### config.mk
export PLATFORM = sky130hd
export DESIGN_NAME = lane_runner_ctrl
export DESIGN_NICKNAME = d
export VERILOG_FILES = /design/src/rtl/lane_runner_ctrl.sv
export SDC_FILE = /design/constraint.sdc
export NUM_CORES = 1
export LEC_CHECK = 0
export BUFFER_PORTS_ARGS = -buffer_cell sky130_fd_sc_hd__buf_2
export CAP_MARGIN = 20
export CORE_MARGIN = 1.5
export CORE_UTILIZATION = 50
export DETAILED_ROUTE_END_ITERATION = 10
export MAX_ROUTING_LAYER = met4
export PLACE_DENSITY = 0.73
export SLEW_MARGIN = 20
export SYNTH_ARGS = -nofsm -noshare
export SYNTH_HDL_FRONTEND = slang
export SYNTH_SLANG_ARGS = --single-unit
### constraint.sdc
create_clock -name clk -period 11.57 [get_ports clk]
set_clock_uncertainty 0.05 [all_clocks]
set_input_delay 0.5785 -clock clk [delete_from_list [all_inputs] [get_ports clk]]
set_output_delay 0.5785 -clock clk [all_outputs]
set_load 0.1 [all_outputs]
### src/rtl/lane_runner_ctrl.sv
// Tilt-to-lane controller: debounced tilt classes drive one lane move per gesture,
// the sprite glides toward the lane x and a button launches a fixed jump arc.
module lane_runner_ctrl #(
  parameter int ACL_W      = 10,
  parameter int LEFT_MAX   = 212,
  parameter int RIGHT_MIN  = 416,
  parameter int RIGHT_MAX  = 469,
  parameter int NUM_LANES  = 3,
  parameter int START_LANE = 1,
  parameter int LANE_X0    = 140,
  parameter int LANE_PITCH = 120,
  parameter int Y          = 350,
  parameter int DEBOUNCE   = 4,
  parameter int STEP       = 8,
  parameter int JUMP_H     = 64,
  parameter int JUMP_STEP  = 8
) (
  input  logic             clk,
  input  logic             rst,
  input  logic             win_rst,
  input  logic             tick,
  input  logic [ACL_W-1:0] acl_in,
  input  logic             jump,
  output logic [9:0]       char_x,
  output logic [8:0]       char_y,
  output logic [3:0]       lane,
  output logic             moving,
  output logic             airborne
);

  localparam logic [1:0] CLS_NEUTRAL = 2'd0;
  localparam logic [1:0] CLS_LEFT    = 2'd1;
  localparam logic [1:0] CLS_RIGHT   = 2'd2;

  localparam logic G_ARMED   = 1'b0;
  localparam logic G_LATCHED = 1'b1;

  localparam logic [1:0] J_GROUND = 2'd0;
  localparam logic [1:0] J_RISE   = 2'd1;
  localparam logic [1:0] J_FALL   = 2'd2;

  localparam int CW = $clog2(DEBOUNCE + 1);
  localparam logic [CW-1:0] DEB_MAX = CW'(DEBOUNCE);

  localparam logic [3:0]  LANE_LAST = 4'(NUM_LANES - 1);
  localparam logic [3:0]  LANE_INIT = 4'(START_LANE);
  localparam logic [10:0] X0        = 11'(LANE_X0);
  localparam logic [10:0] PITCH     = 11'(LANE_PITCH);
  localparam logic [10:0] STEP_X    = 11'(STEP);
  localparam logic [9:0]  X_INIT    = 10'(LANE_X0 + START_LANE * LANE_PITCH);
  localparam logic [8:0]  Y_GND     = 9'(Y);
  localparam logic [8:0]  Y_APEX    = 9'(Y - JUMP_H);
  localparam logic [8:0]  JSTEP     = 9'(JUMP_STEP);

  logic [1:0]    cls;
  logic [1:0]    deb_cls;
  logic [CW-1:0] deb_cnt;
  logic [CW-1:0] cnt_next;
  logic          accepted;
  logic          gest;
  logic          gest_next;
  logic [3:0]    lane_next;
  logic [10:0]   target_x;
  logic [10:0]   cx_ext;
  logic [10:0]   d;
  logic [9:0]    x_next;
  logic [1:0]    jstate;
  logic [1:0]    j_next;
  logic [8:0]    y_next;
  logic          armed;
  logic          armed_next;

  always_comb begin
    cls = CLS_NEUTRAL;
    if (acl_in <= ACL_W'(LEFT_MAX))
      cls = CLS_LEFT;
    else if ((acl_in >= ACL_W'(RIGHT_MIN)) && (acl_in <= ACL_W'(RIGHT_MAX)))
      cls = CLS_RIGHT;
  end

  // Acceptance fires only on the tick the count arrives at DEBOUNCE, not while it sits saturated.
  always_comb begin
    if (cls == deb_cls)
      cnt_next = (deb_cnt == DEB_MAX) ? deb_cnt : deb_cnt + CW'(1);
    else
      cnt_next = CW'(1);
    accepted = (cnt_next == DEB_MAX) && ((cls != deb_cls) || (deb_cnt != DEB_MAX));
  end

  always_comb begin
    gest_next = gest;
    lane_next = lane;
    if (accepted) begin
      if (gest == G_ARMED) begin
        if (cls == CLS_LEFT) begin
          if (lane != 4'd0) lane_next = lane - 4'd1;
          gest_next = G_LATCHED;
        end else if (cls == CLS_RIGHT) begin
          if (lane < LANE_LAST) lane_next = lane + 4'd1;
          gest_next = G_LATCHED;
        end
      end else if (cls == CLS_NEUTRAL) begin
        gest_next = G_ARMED;
      end
    end
  end

  assign target_x = X0 + {7'd0, lane} * PITCH;
  assign cx_ext   = {1'b0, char_x};
  assign moving   = (cx_ext != target_x);

  always_comb begin
    d      = 11'd0;
    x_next = char_x;
    if (target_x > cx_ext) begin
      d      = target_x - cx_ext;
      x_next = 10'(cx_ext + ((d > STEP_X) ? STEP_X : d));
    end else if (target_x < cx_ext) begin
      d      = cx_ext - target_x;
      x_next = 10'(cx_ext - ((d > STEP_X) ? STEP_X : d));
    end
  end

  // The button must be seen low at some tick before it can launch another jump.
  always_comb begin
    j_next     = jstate;
    y_next     = char_y;
    armed_next = armed | ~jump;
    case (jstate)
      J_GROUND: begin
        if (jump && armed) begin
          armed_next = 1'b0;
          y_next     = char_y - JSTEP;
          j_next     = (y_next == Y_APEX) ? J_FALL : J_RISE;
        end
      end
      J_RISE: begin
        y_next = char_y - JSTEP;
        if (y_next == Y_APEX) j_next = J_FALL;
      end
      J_FALL: begin
        y_next = char_y + JSTEP;
        if (y_next == Y_GND) j_next = J_GROUND;
      end
      default: j_next = J_GROUND;
    endcase
  end

  assign airborne = (jstate != J_GROUND);

  always_ff @(posedge clk) begin
    if (rst || win_rst) begin
      lane    <= LANE_INIT;
      char_x  <= X_INIT;
      char_y  <= Y_GND;
      deb_cnt <= '0;
      deb_cls <= CLS_NEUTRAL;
      gest    <= G_ARMED;
      jstate  <= J_GROUND;
      armed   <= 1'b0;
    end else if (tick) begin
      lane    <= lane_next;
      char_x  <= x_next;
      char_y  <= y_next;
      deb_cnt <= cnt_next;
      deb_cls <= cls;
      gest    <= gest_next;
      jstate  <= j_next;
      armed   <= armed_next;
    end
  end

endmodule

Word-level counts from Yosys, hierarchy flattened
Cells that the tools add are included.
Word-level totals
  bits in read-only memories: 0
  output and inout port bits: 25
  memories kept: 0
  flip-flop bits (word level): 32
  input bits: 15
  RAM bits: 0
  word-level logic and storage cells: 89
  latch bits: 0
Cells by class
  bitwise operators: 3
  divide/modulo/power cells: 0
  equal/unequal tests: 16
  shift-type cells: 0
  order comparisons: 8
  mux-type cells: 25
  multiply operators: 1
  reductions and logical operators: 18
  add/subtract/negate cells: 10
Operators with widths (count)
  10-bit two-way mux: 4
  9-bit one-hot mux with 3 select lines: 1
  11-bit by 4-bit > comparator with 1-bit output, second input constant: 2
  9-bit equality test, second input constant: 2
  4-bit two-way mux: 4
  2-bit two-way mux: 6
  8-bit by 11-bit adder with 11-bit output, first input constant: 1
  11-bit by 10-bit > comparator with 1-bit output: 1
  11-bit by 10-bit less-than comparator with 1-bit output: 1
  10-bit by 11-bit != test with 1-bit output: 1
  10-bit by 11-bit subtractor with 11-bit output: 1
  11-bit by 10-bit subtractor with 11-bit output: 1
  10-bit adder: 1
  10-bit by 9-bit greater-or-equal comparator with 1-bit output, second input constant: 1
  10-bit by 8-bit less-or-equal comparator with 1-bit output, second input constant: 1
  10-bit by 9-bit less-or-equal comparator with 1-bit output, second input constant: 1
  10-bit subtractor: 1
  9-bit by 4-bit adder with 9-bit output, second input constant: 1
  9-bit two-way mux: 1
  9-bit by 4-bit subtractor with 9-bit output, second input constant: 1
  4-bit by 4-bit multiplier with 8-bit output, second input constant: 1
  2-bit nonzero test: 4
  3-bit equality test, second input constant: 2
  1-bit two-way mux: 6
  24 further kinds: 35

Depth between registers and ports, before layout
Gate-level depths: netlist of the first run.
  depth in word-level cells: 9
  mapped depth: 28
  gate-level depth less buffers: 28

Least setup slack after synthesis of the first run
OpenSTA, ideal clock, no wires.
  path type: reg-to-reg
  from: register lane[0]
  to: register char_x[8]
  library setup time: 0.148 ns
  cell stages (with the launch flop): 26
  arrival: 6.767 ns
  data required time: 11.372 ns
  setup slack: 4.605 ns
  clock period less this slack: 6.965 ns
  path buffers: 1
  cell sequence: dfxtp_1 fa_1 fa_1 inv_1 fa_1 or2_1 a211oi_2 nor2_1 ha_1 clkbuf_1 nand4_1 nor2_1 nand2_1 o2bb2ai_2 or4_4 a21oi_1 ha_1 inv_1 fa_1 a21o_1 a21oi_1 o21bai_1 a21oi_1 o21ai_0 xnor2_1 o211ai_1
Between the ends
  longest elaborated chain between the ends: 8
  elaborated cells between the ends (all ways): 16
  classes of those cells: 5 x add/sub; 1 x mul; 4 x order compare; 4 x mux; 2 x reduce/logical
RTL lines
  start, declared: RTL line 26  | output logic [3:0] lane,
  start signal, assigned: RTL line 162  | lane <= lane_next;
  4-bit by 4-bit multiplier with 8-bit output (*): RTL line 108  | assign target_x = X0 + {7'd0, lane} * PITCH;
  8-bit by 11-bit adder with 11-bit output (*): RTL line 108
  10-bit by 11-bit subtractor with 11-bit output: RTL line 119  | d = cx_ext - target_x;
  11-bit by 4-bit > comparator with 1-bit output: RTL line 120  | x_next = 10'(cx_ext - ((d > STEP_X) ? STEP_X : d));
  10-bit two-way mux: RTL line 120
  10-bit subtractor: RTL line 120
  10-bit two-way mux: RTL line 118  | end else if (target_x < cx_ext) begin
  10-bit two-way mux: RTL line 115  | if (target_x > cx_ext) begin
  end signal, assigned: RTL line 163  | char_x <= x_next;
  end, declared: RTL line 24  | output logic [9:0] char_x,
Mark *: on every way between the ends. The rest lies on a longest branch, timed or not. The select of a mux whose other input is x is not followed.
A chain may end at the register's enable or synchronous reset.

Worst setup path in the final report of the first run
Ends and elaborated chain as after synthesis.

==> run_results.csv, run 1 <==
group,metric,value,unit
timing,hold_viol_final,0,
critical_path,critPathBufInv,2,
drt,vias_per_cell,5.776,
critical_path,critPathMaxStageDelay,0.64,ns
clock_network,cts_made_buffers,5,
yosys,synth_area,3744,µm²
global_route,antenna_found_initial,0,
yosys,netlist_instances,473,
drt,drtIter0Drc,145,
critical_path,path_class,"reg2reg",
timing,fin_crit,6.995,ns
worst_hold_path,hp-class,"reg2reg",
drt,dr.pass1.iters,5,
layout,nets,569,
outcome,status,"finished, final reports clean",
floorplanning,initial_core_util,51.61,%
yosys,netlist_top_cells_area,"ha_1 (17%), dfxtp_1 (16%), xnor2_1 (5.6%), a21oi_1 (4.9%), fa_1 (4.3%)",
floorplanning,ioPinCount,40,
run,maxCapViolCount,0,
yosys,synthFlopType,"dfxtp_1",
floorplanning,die-area,8016,µm²
yosys,synth_area_leader_cell,"ha_1",
yosys,avgSynthCellArea,7.915,µm²
timing,setup_violations,0,
clock_network,tritoncts,"yes",
yosys,synthSimpleGateAreaFrac,18.72,%
worst_hold_path,min_from,"deb_cnt[1]",
global_route,grt_pass1_wl,14380,µm
timing,fmax,143.0,MHz
yosys,synthXorXnorAreaFrac,8.189,%
critical_path,required,11.64,ns
layout,diodes,0,
drt,wl_per_cell,14.57,µm
global_route,track_usage,23.52,%
layout,drive_above_1_share,13.51,%
pwr,p_leak,1.833,nW
yosys,synth-adder-area-share,21.32,%
critical_path,cp_max_fo,12,
floorplanning,fp-row-count,31,
yosys,synth_compound_area_share,25.03,%
floorplanning,die_h,89.53,µm
clock_network,clkTransAtPathRegs,0.07,ns
yosys,synth_edf_count,0,
yosys,yosysUniqueCellTypes,69,
clock_network,cts_resized,0,
clock_network,cts_hold_buf,0,
yosys,yosys.area.top_type_share,17.05,%
timing,fin_setup_tns,0,ns
clock_network,cts-root-buf,"clkbuf_8",
clock_network,clock_latency,0.28,ns
clock_network,cts_sinks,29,
timing,relSlewSlack,48.13,%
global_route,grt_pass1_vias,3181,
yosys,yosysSeqAreaShare,15.51,%
yosys,synth_warnings,0,
clock_network,cts_setup_buffers,0,
drt,num_vias,3437,
yosys,synth_top_family_by_area,"compound AO/OA/AOI/OAI gates",
global_route,grt_max_degree,25,
timing,finalCritPeriodShare,60.46,%
critical_path,crit_path_cell_trace,"fa_1, fa_1, inv_1, fa_1, or2_1, a211oi_2, nor2_1, ha_1, nand4_1, nor2_1, nand2_1, o2bb2ai_2, or4_4, a21oi_1, ha_1, inv_1, fa_1, a21o_1, a21oi_1, o21bai_1, a21oi_1, o21ai_0, xnor2_1, o211ai_1",
floorplanning,coreArea,7253,µm²
layout,area_delta_synth_final,7.453,%
critical_path,crit_family,"adder cells",
layout,final_cells,595,
placement,numPortBuffers,36,
drt,drcViolationCount,0,
timing,slew_violations,0,
pwr,peakVddDrop,0.1326,mV
critical_path,r2r_start,"lane[0]",
global_route,gr-total-overflow,0,
yosys,synth.most_common_cell,"ha_1",
critical_path,arrival,7.07,ns
yosys,synth.area.mux_share,3.844,%
placement,place.gp.congestion,0.9200,
drt,ant_nets,0,
critical_path,end_kind,"flop",
critical_path,critPathSlowestCell,"or4_4",
yosys,yosys-top-cells-count,"ha_1 (51), inv_1 (41), nor2_1 (39), a21oi_1 (37), nand2_1 (32)",
timing,worst_slew_pin_slew,0.7752,ns
timing,rsz0062_at_grt,"false",
timing,hold-worst-slack,0.4453,ns
critical_path,startpoint_type,"flop",
critical_path,path_common_cell,"fa_1",
yosys,synthArstFlopShare,0,%
pwr,cellPowerDensity,270.5,nW/µm²
critical_path,cp-startpoint,"lane[0]",
clock_network,clockBufferDepth,2,
clock_network,htree_levels,2,
drt,drt_wl_total,8667,µm
placement,dp_cells,587,
floorplanning,fp.dieW,89.53,µm
yosys,ys_seq_elements,29,
placement,dp.final_hpwl,6823,µm
## worst reg2reg max path: stages, from the launching register on
cell and delay [ns]:
dfxtp_1 0.59, fa_1 0.52, fa_1 0.53, inv_1 0.06, fa_1 0.46, or2_1 0.28
a211oi_2 0.35, nor2_1 0.12, ha_1 0.45, nand4_1 0.21, nor2_1 0.25, nand2_1 0.10
o2bb2ai_2 0.26, or4_4 0.64, a21oi_1 0.17, ha_1 0.20, inv_1 0.06, fa_1 0.39
a21o_1 0.19, a21oi_1 0.22, o21bai_1 0.09, a21oi_1 0.23, o21ai_0 0.15, xnor2_1 0.15
o211ai_1 0.10
## layout make-up
cell class,count,area (µm²)
clock buffer,5,68.82
clock inverter,3,17.52
fill,706,3231
inverter,41,153.9
multi-input combinational,382,2898
sequential,29,580.6
tap,99,123.9
timing repair buffer,36,180.2
## path summary, 6_finish.rpt
path | to | cells past startpoint | slack (ns)
worst max-delay path | char_x[8] | 24 | 4.57
worst min-delay path | deb_cnt[1] | 2 | 0.45
worst max register to register | char_x[8] | 24 | 4.57
worst min register to register | deb_cnt[1] | 2 | 0.45
## metal layers
layer  GRT usage (%)  vias up  wire length (µm)
met5               -        -                 0
met4           8.252        0               216
met3           3.324       18               317
met2           40.67       86              4235
met1           27.83     1624              3898
li1                -     1709                 -
## report_power, final
part           internal (W)  switching, W
clock             0.0000414     0.0000405
sequential         0.000110     0.0000213
combinational      0.000334      0.000541
total              0.000485      0.000603
## per-stage QoR
step / util [%] / setup WS [ns] / power [W] / instance area, µm²
6_report: 55.46 / 4.575 / 0.001088 / 4023
5_1_grt: 55.46 / 4.029 / 0.001179 / 4023
4_1_cts: 55.46 / 4.628 / 0.001086 / 4023
3_5_place_dp: 54.27 / 4.648 / 0.0009974 / 3936
3_3_place_gp: 54.27 / 4.757 / 0.0009905 / 3936
2_1_floorplan: - / 4.605 / 0.0008650 / 3747
## placed cells by master (no fill, tap or decap), types with 16 or more instances in the layout
master   count
xnor2_1     24
dfxtp_1     29
nor2_1      39
inv_1       41
o21ai_0     16
buf_2       36
nand2_1     32
ha_1        51
nand3_1     17
a21oi_1     37
## cell families after synthesis
logic type / after synthesis
and+or+nand+nor: 141
AOI/OAI and AO/OA: 130
buffers and inverters: 63
adders and majority gates: 59
xor gates and xnor gates: 35
DFF: 29
muxes: 14
other: 2
## flip-flops by register name, indices dropped and copies added, names as in the netlist
register and flops:
char_y 6, deb_cnt 3, jstate 2, lane 4
deb_cls 2, gest 1, armed 1, char_x 10
Power figures use the tool's default switching activity.
==> run 2, diff against run 1 <==
==> constraint.sdc (replaced) <==
create_clock -name clk -period 6.5 [get_ports clk]
set_clock_uncertainty 0.05 [all_clocks]
set_input_delay 0.325 -clock clk [delete_from_list [all_inputs] [get_ports clk]]
set_output_delay 0.325 -clock clk [all_outputs]
set_load 0.1 [all_outputs]
==> run 2 against run 1 <==
Worst setup slack worse by 4.3 ns; design area increased by 4.4%; global-route usage shrank 0.33 points; critical path depth down 1; via count up 0.32%; clock-buffer cell count stayed put; combinational power up 93%; clock power up 73%; worst hold slack lost 0.12 ns; critical endpoint is now char_x[9]; core utilization increased by 2.4 points; first-iteration DRC count down 9.7%; power up 89%.
==> run_results.csv, run 2 (same netlist as run 1, synthesis figures left out) <==
group,metric,value,unit
outcome,status,"finished, final reports clean",
placement,dp_slack,-0.02358,ns
clock_network,clkTransAtPathRegs,0.07,ns
floorplanning,coreArea,7253,µm²
floorplanning,fp.dieW,89.53,µm
pwr,cellPowerDensity,490.4,nW/µm²
timing,fmax,161.9,MHz
run,maxCapViolCount,0,
floorplanning,initial_core_util,51.61,%
global_route,grt_pass1_wl,14170,µm
clock_network,cts_hold_buf,0,
layout,layout_commonest_cell,"ha_1",
critical_path,arrival,6.35,ns
critical_path,startpoint_type,"flop",
clock_network,clock_latency,0.28,ns
critical_path,required,6.67,ns
timing,setup_violations,0,
worst_hold_path,hold_end,"armed",
layout,diodes,0,
layout,biggestRegsByFlops,"char_x: 10 flops, char_y: 6 flops, lane: 4 flops",
global_route,grt_pass1_vias,3120,
global_route,gr-total-overflow,0,
layout,largest_reg_flops,10,
layout,largest_register,"char_x",
floorplanning,ioPinCount,40,
timing,hold_viol_final,0,
drt,drcViolationCount,0,
timing,rsz0062_at_grt,"true",
drt,vias_per_cell,5.728,
layout,fin_util,57.91,%
clock_network,tritoncts,"yes",
worst_hold_path,worstHoldPathCells,4,
global_route,antenna_found_initial,0,
timing,relSlewSlack,48.63,%
global_route,grt_max_degree,25,
critical_path,end_kind,"flop",
layout,final_cells,602,
timing,slew_violations,0,
pwr,p_leak,1.890,nW
clock_network,htree_levels,2,
global_route,track_usage,23.19,%
drt,ant_nets,0,
clock_network,clockBufferDepth,2,
clock_network,cts-root-buf,"clkbuf_8",
drt,drtIter0Drc,131,
floorplanning,die-area,8016,µm²
layout,final_cell_mix,"ha_1 (47), inv_1 (41), nor2_1 (38)",
worst_hold_path,min_from,"jump",
pwr,peakVddDrop,0.2424,mV
drt,dr.pass1.iters,4,
drt,drt_wl_total,8667,µm
critical_path,r2r_slack,0.32,ns
worst_hold_path,hp-class,"in2reg",
critical_path,r2r-end,"char_x[9]",
placement,dp_cells,593,
clock_network,cts_sinks,29,
pwr,total_power,0.002060,W
placement,place.gp.congestion,0.9420,
timing,worst_slew_pin_slew,0.7677,ns
layout,drive_above_1_share,18.69,%
floorplanning,die_h,89.53,µm
placement,numPortBuffers,36,
critical_path,r2r.worst_path.cells,23,
drt,wl_per_cell,14.40,µm
layout,area_delta_synth_final,12.20,%
clock_network,cts_made_buffers,5,
placement,dp.final_hpwl,6674,µm
floorplanning,fp-row-count,31,
critical_path,cp_max_fo,9,
timing,postLayoutSetupSlackWorst,0.3234,ns
critical_path,r2r_start,"lane[1]",
critical_path,path_class,"reg2reg",
layout,nets,576,
timing,finalCritPeriodShare,95.02,%
timing,fin_setup_tns,0,ns
drt,num_vias,3448,
timing,fin_crit,6.177,ns
## run 2: changes by cell type in the layout (fill, tap and decap cells not counted), moves of 2 or more
cell      change
dfxtp_1       -4
xnor2_2       +2
ha_4          +3
clkinv_1      +2
a21oi_2       +5
buf_4         +7
xnor2_1       -2
a21oi_1       -5
ha_1          -4
dfxtp_4       +3
## run 2: repair_timing
action / in CTS / in global routing
setup endpoints to repair: 1 / 3
setup buffers: 0 / 1
pin swaps: 0 / 4
gates resized for setup: 1 / 21
## run 2: cell type report
cell class                 instances  area, µm²
clock buffer                       5      68.82
tap                               99      123.9
sequential                        29      593.1
fill                             682       3053
multi-input combinational        382       3015
inverter                          41      153.9
clock inverter                     3      12.51
timing repair buffer              43      232.7
## run 2: worst max-delay path by stage
stage,start,end,slack [ns],cells past startpoint
floorplan,lane[1],char_x[8],0.19,25
global placement,lane[1],char_x[8],0.05,24
detailed placement,lane[1],char_x[8],-0.02,24
CTS,lane[1],char_x[8],0.01,24
global route,lane[1],char_x[9],-0.07,25
finish,lane[1],char_x[9],0.32,23
## run 2: worst max-delay path: stages (launching register included)
cell and delay (ns):
dfxtp_4 0.39, fa_1 0.52, fa_1 0.52, inv_1 0.06
fa_1 0.48, or2_4 0.29, a211oi_4 0.23, nor2_1 0.12
ha_4 0.33, nand4_1 0.19, nor2_2 0.20, nand2_1 0.09
o2bb2ai_2 0.16, or4_4 0.59, a2bb2oi_2 0.17, ha_1 0.27
nor2b_1 0.11, o21ai_0 0.12, a21oi_2 0.22, o2111ai_2 0.17
and2_1 0.20, or3_1 0.30, mux2_2 0.26, nand3_1 0.06
## run 2: report_power, final
part	switching, W	internal (W)	total (W)
clock network	0.0000703	0.0000719	0.000142
registers	0.0000367	0.000195	0.000231
logic	0.00101	0.000678	0.00169
total	0.00112	0.000944	0.00206
## run 2: layer usage
layer,GRT usage (%),up-vias,part of all wire [%]
met5,-,-,0
met1,28.71,1633,47
met4,9.510,0,2.7
li1,-,1731,-
met3,3.970,22,3.3
met2,37.39,62,47
## run 2: stage by stage
step | area, µm² | hold slack, ns
CTS | 4078 | 0.3122
detailed placement | 3994 | 0.4285
global placement | 3994 | 0.4170
finish | 4200 | 0.3256
floorplan | 3760 | 0.4048
global route | 4200 | 0.3461
